`config.mk`:
```
export PLATFORM = sky130hd
export DESIGN_NAME = rs232_tx_fifo
export DESIGN_NICKNAME = d
export VERILOG_FILES = /design/src/rtl/rs232_tx_fifo.sv
export SDC_FILE = /design/constraint.sdc
export NUM_CORES = 1
export LEC_CHECK = 0
export ABC_CLOCK_PERIOD_IN_PS = 2700
export BUFFER_PORTS_ARGS = -buffer_cell sky130_fd_sc_hd__buf_2
export CAP_MARGIN = 20
export CORE_ASPECT_RATIO = 1.25
export CORE_MARGIN = 3
export CORE_UTILIZATION = 35
export DETAILED_ROUTE_END_ITERATION = 7
export PLACE_DENSITY = 0.59
export SYNTH_ARGS = -nofsm -noshare
export SYNTH_HDL_FRONTEND = slang
export SYNTH_SLANG_ARGS = --single-unit
```
`constraint.sdc`:
```
create_clock -name clk -period 2.7 [get_ports clk]
set_clock_uncertainty 0.05 [all_clocks]
set_input_delay 0.54 -clock clk [delete_from_list [all_inputs] [get_ports clk]]
set_output_delay 0.54 -clock clk [all_outputs]
set_load 0.05 [all_outputs]
```
`src/rtl/rs232_tx_fifo.sv`:
```
// Parametrised RS232 transmitter with a small input FIFO and CTS flow control.
// Frames are start, DATA_W data bits LSB first, optional parity, then STOP_BITS stop bits.
module rs232_tx_fifo #(
   parameter int CLK_HZ     = 100_000_000,
   parameter int BAUD       = 19200,
   parameter int DATA_W     = 8,
   parameter int PARITY     = 0,
   parameter int STOP_BITS  = 1,
   parameter int FIFO_DEPTH = 4
) (
   input  logic              clk,
   input  logic              rst,
   input  logic              data_ready,
   input  logic [DATA_W-1:0] data,
   input  logic              cts,
   output logic              full,
   output logic              overflow,
   output logic              tx,
   output logic              rts,
   output logic              busy
);

   localparam int DIV    = CLK_HZ / BAUD;
   localparam int CNT_W  = (DIV > 1) ? $clog2(DIV) : 1;
   localparam int IDX_W  = $clog2(DATA_W);
   localparam int PTR_W  = $clog2(FIFO_DEPTH);
   localparam int FILL_W = PTR_W + 1;

   typedef enum logic [2:0] {
      S_IDLE,
      S_START,
      S_DATA,
      S_PAR,
      S_STOP
   } state_t;

   logic [DATA_W-1:0] mem [FIFO_DEPTH];
   logic [PTR_W-1:0]  wr_ptr;
   logic [PTR_W-1:0]  rd_ptr;
   logic [FILL_W-1:0] count;
   logic [FILL_W-1:0] count_next;

   state_t            state;
   logic [CNT_W-1:0]  baud_cnt;
   logic [IDX_W-1:0]  bit_idx;
   logic [DATA_W-1:0] shreg;
   logic              parity_bit;

   logic              bit_end;
   logic              stop_done;
   logic              push;
   logic              pop;
   logic              busy_next;
   logic [DATA_W-1:0] head;
   logic              head_parity;

   // A pop happens only at the decision points (IDLE or the final stop-bit cycle),
   // so busy and rts can be registered from their next-cycle values.
   always_comb begin
      bit_end     = (baud_cnt == CNT_W'(DIV - 1));
      stop_done   = (state == S_STOP) && bit_end && (bit_idx == IDX_W'(STOP_BITS - 1));
      pop         = ((state == S_IDLE) || stop_done) && (count != '0) && cts;
      push        = data_ready && !full;
      count_next  = count + FILL_W'(push) - FILL_W'(pop);
      busy_next   = pop || ((state != S_IDLE) && !stop_done);
      head        = mem[rd_ptr];
      head_parity = (PARITY == 1) ? ~^head : ^head;
   end

   always_ff @(posedge clk) begin
      if (push)
         mem[wr_ptr] <= data;
   end

   // FIFO bookkeeping; a write while full is dropped even if a pop frees a slot on the same edge.
   always_ff @(posedge clk) begin
      if (rst) begin
         wr_ptr   <= '0;
         rd_ptr   <= '0;
         count    <= '0;
         full     <= 1'b0;
         overflow <= 1'b0;
         rts      <= 1'b0;
      end else begin
         if (push)
            wr_ptr <= wr_ptr + PTR_W'(1);
         if (pop)
            rd_ptr <= rd_ptr + PTR_W'(1);
         count    <= count_next;
         full     <= (count_next == FILL_W'(FIFO_DEPTH));
         overflow <= data_ready && full;
         rts      <= (count_next != '0) || busy_next;
      end
   end

   always_ff @(posedge clk) begin
      if (rst) begin
         state      <= S_IDLE;
         tx         <= 1'b1;
         busy       <= 1'b0;
         baud_cnt   <= '0;
         bit_idx    <= '0;
         shreg      <= '0;
         parity_bit <= 1'b0;
      end else begin
         busy     <= busy_next;
         baud_cnt <= bit_end ? '0 : baud_cnt + CNT_W'(1);
         case (state)
            S_IDLE: begin
               baud_cnt <= '0;
               bit_idx  <= '0;
               if (pop) begin
                  state      <= S_START;
                  tx         <= 1'b0;
                  shreg      <= head;
                  parity_bit <= head_parity;
               end
            end
            S_START: begin
               if (bit_end) begin
                  state <= S_DATA;
                  tx    <= shreg[0];
               end
            end
            S_DATA: begin
               if (bit_end) begin
                  if (bit_idx == IDX_W'(DATA_W - 1)) begin
                     bit_idx <= '0;
                     if (PARITY != 0) begin
                        state <= S_PAR;
                        tx    <= parity_bit;
                     end else begin
                        state <= S_STOP;
                        tx    <= 1'b1;
                     end
                  end else begin
                     bit_idx <= bit_idx + IDX_W'(1);
                     shreg   <= shreg >> 1;
                     tx      <= shreg[1];
                  end
               end
            end
            S_PAR: begin
               if (bit_end) begin
                  state <= S_STOP;
                  tx    <= 1'b1;
               end
            end
            S_STOP: begin
               if (bit_end) begin
                  if (stop_done) begin
                     bit_idx <= '0;
                     if (pop) begin
                        state      <= S_START;
                        tx         <= 1'b0;
                        shreg      <= head;
                        parity_bit <= head_parity;
                     end else begin
                        state <= S_IDLE;
                        tx    <= 1'b1;
                     end
                  end else begin
                     bit_idx <= bit_idx + IDX_W'(1);
                  end
               end
            end
            default: begin
               state <= S_IDLE;
               tx    <= 1'b1;
            end
         endcase
      end
   end

endmodule

```
==> out/metrics.cfg <==
[status]
status=complete, no violations

[clocking]
cts_tree=done
clockBufferDepth=2
cts.clk_slew.worst_paths_ns=0.09
numCtsBuffers=9
root_buffer=clkbuf_8
htreeDepth=3
clk_latency_ns=0.34
clock-sinks=73

[place]
dp_hpwl_um=3937
pre_cts_slack_ns=-0.005534
gp_congestion=0.8088
portBuffers=16

[timing]
setup_viol=0
hold_viol=0
rsz0062_at_grt=true
worst_hold_slack_ns=0.3530
slew_viol_final=0
finalCriticalPeriod_ns=2.637
fin_ws_ns=0.06269
fmax_ghz=0.3792
setup_tns_ns=0
slew_headroom_pct=61.30
fin_crit_sh_pct=97.68
worst_pin_slew_ns=0.5805

[cells_and_area]
final_cell_mix=40 x dfxtp_1, 32 x nor2_1, 32 x edfxtp_1, 24 x buf_4, 16 x buf_2
layout_commonest_cell=dfxtp_1
syn2layout_area_growth_pct=18.68
fin_nets=323
fin_util_pct=43.16
drive_gt1_share_pct=26.56
n_antenna_cell=0

[floorplan]
fp.coreArea_um2=8748
start_util_pct=36.37
fp.dieH_um=112.6
die_x_um=91.28
dieArea_um2=10280
num_rows=38
io_pins=17

[global_route]
use_met3_pct=3.552
grt_pass1_wl_um=9328
top_usage_layer=met2
antenna_found_initial=0
gr-usage-met1_pct=14.41
grt_pass1_vias=1995
grt_max_degree=30
grt_util_all_layers_pct=11.62
grt_overflow=0
use_met2_pct=18.96

[setup_path]
endpoint_kind=register
start_kind=register
required_ns=2.86
crit_path_max_fanout=3
critPathArrivalTime_ns=2.80
worstSetupPathType=reg -> reg

[synth]
dominantRegCellSynth=dfxtp_1
synth_area_leaders=edfxtp_1 30%, dfxtp_1 26%, mux4_2 5.7%
synth_top_family_by_area=simple AND/OR/NAND/NOR gates
synth_compound_area_share_pct=7.432
synth-xor-area-share_pct=4.680
synth_cell_types=48
synth_seq_cells=73
synth_enable_flop_cells=32
syn_avg_cell_area_um2=12.24
synth_fa_ha_area_share_pct=4.562
syn_area_um2=3182
synth_top_area_cell=edfxtp_1
synth-simple-area-share_pct=15.45
synth.top_cell.area_share_pct=30.20
synthMuxAreaShare_pct=8.808
synth_seq_area_share_pct=56.00
ys_async_sr_fraction_pct=0
syn_nets=283
syn_inst=260
synth-warning-count=0

[drt]
drtIter0Drc=98
drcViolationCount=0
vias=1983
wl_per_cell_um=12.92
avgViaCountPerCell=4.666
drt_pass1_iterations=4
ant_nets=0
totalWireLength_um=5492

[power_and_ir_drop]
powerDensity_nw_per_um2=861.3
vdd_ir_drop_max_v=0.0006523
p_leak_nw=1.370

[min_path]
hold_path.class=in -> reg

[flow_run]
drv_cap=0

[sequential cells by signal, indices dropped and copies added (netlist names), named ones only]
register  flops
rd_ptr        2
full          1
rts           1
busy          1
tx            1
mem          32
baud_cnt     13
bit_idx       3
count         3
overflow      1
shreg         8
state         3
wr_ptr        2
[cell type report]
class / count / area, um2
clock buffers: 9 / 123.9
multi-input cells: 166 / 1345
fillers: 842 / 4972
well taps: 120 / 150.1
repair buffers: 40 / 260.3
inverters: 10 / 37.54
clock inverters: 7 / 76.32
flip-flops and latches: 73 / 1783
[per-layer routing]
metal  share of wire (%)  wire [um]  vias to the layer above
li1                    -          -                     1020
met1                  47       2597                      932
met2                  48       2642                       24
met3                 2.9        158                        7
met4                 1.7         94                        0
met5                   0          0                        -
[where the power goes]
part,internal (mW),total (mW),switching [mW]
Clock,0.433,0.857,0.423
Sequential,1.35,1.48,0.130
Combinational,0.432,0.918,0.486
Total,2.21,3.25,1.04
[worst max-delay path: stages (launching register included)]
cell and delay, ns:
dfxtp_2 0.33, or4b_4 0.56, o41ai_4 0.25, nand2_1 0.14
inv_2 0.08, ha_4 0.12, inv_2 0.04, ha_4 0.15
fa_2 0.35, xnor2_2 0.15, xnor2_2 0.18, a31oi_1 0.11
[worst paths after layout]
check	start	cells past startpoint	end	slack, ns
setup / recovery	baud_cnt[8]$_SDFF_PP0_	11	rts$_SDFF_PP0_	0.06
hold / removal	data[3]	1	mem[1][3]$_DFFE_PP_	0.35
setup reg to reg	baud_cnt[8]$_SDFF_PP0_	11	rts$_SDFF_PP0_	0.06
hold reg to reg	full$_SDFF_PP0_	2	overflow$_SDFF_PP0_	0.43
[through the flow]
step                std cells  instance area (um2)  total power [mW]
finish                    425                 3776             3.252
CTS                       424                 3727             3.213
global placement          408                 3525             2.338
detailed placement        408                 3525             2.347
floorplan                 260                 3182             2.167
global route              425                 3776             3.457
[timing repair]
| item | 4_1_cts | 5_1_grt |
|---|---|---|
| hold buffers | 0 | 0 |
| endpoints found under the setup margin | 1 | 3 |
| setup buffers | 0 | 1 |
| resized for setup | 1 | 8 |
| endpoints found under the hold margin | 0 | 0 |
[kinds of logic after synthesis]
group	count (synthesis)
flip-flops	73
AND/OR/NAND/NOR	92
AO/OA/AOI/OAI	28
adder cells (fa/ha/maj)	11
buffers and inverters	21
multiplexers	18
XOR/XNOR	17
[cells in the mapped netlist (2+ instances only)]
cell and n:
a211oi_1 5, and2_1 5, nand2b_1 3, nor2b_1 4
dfxtp_1 41, nand3_1 7, a21oi_1 8, nand3b_1 2
o21ai_0 2, edfxtp_1 32, nor3_1 4, mux2i_1 10
ha_1 10, nand2_1 10, mux4_2 8, buf_2 2
inv_1 10, nor2_2 3, xor2_1 9, clkbuf_1 8
nor4_1 2, a211oi_2 3, xnor2_1 8, nor2_1 32
and3_1 9
No activity file was read; power rests on OpenSTA's default activity.
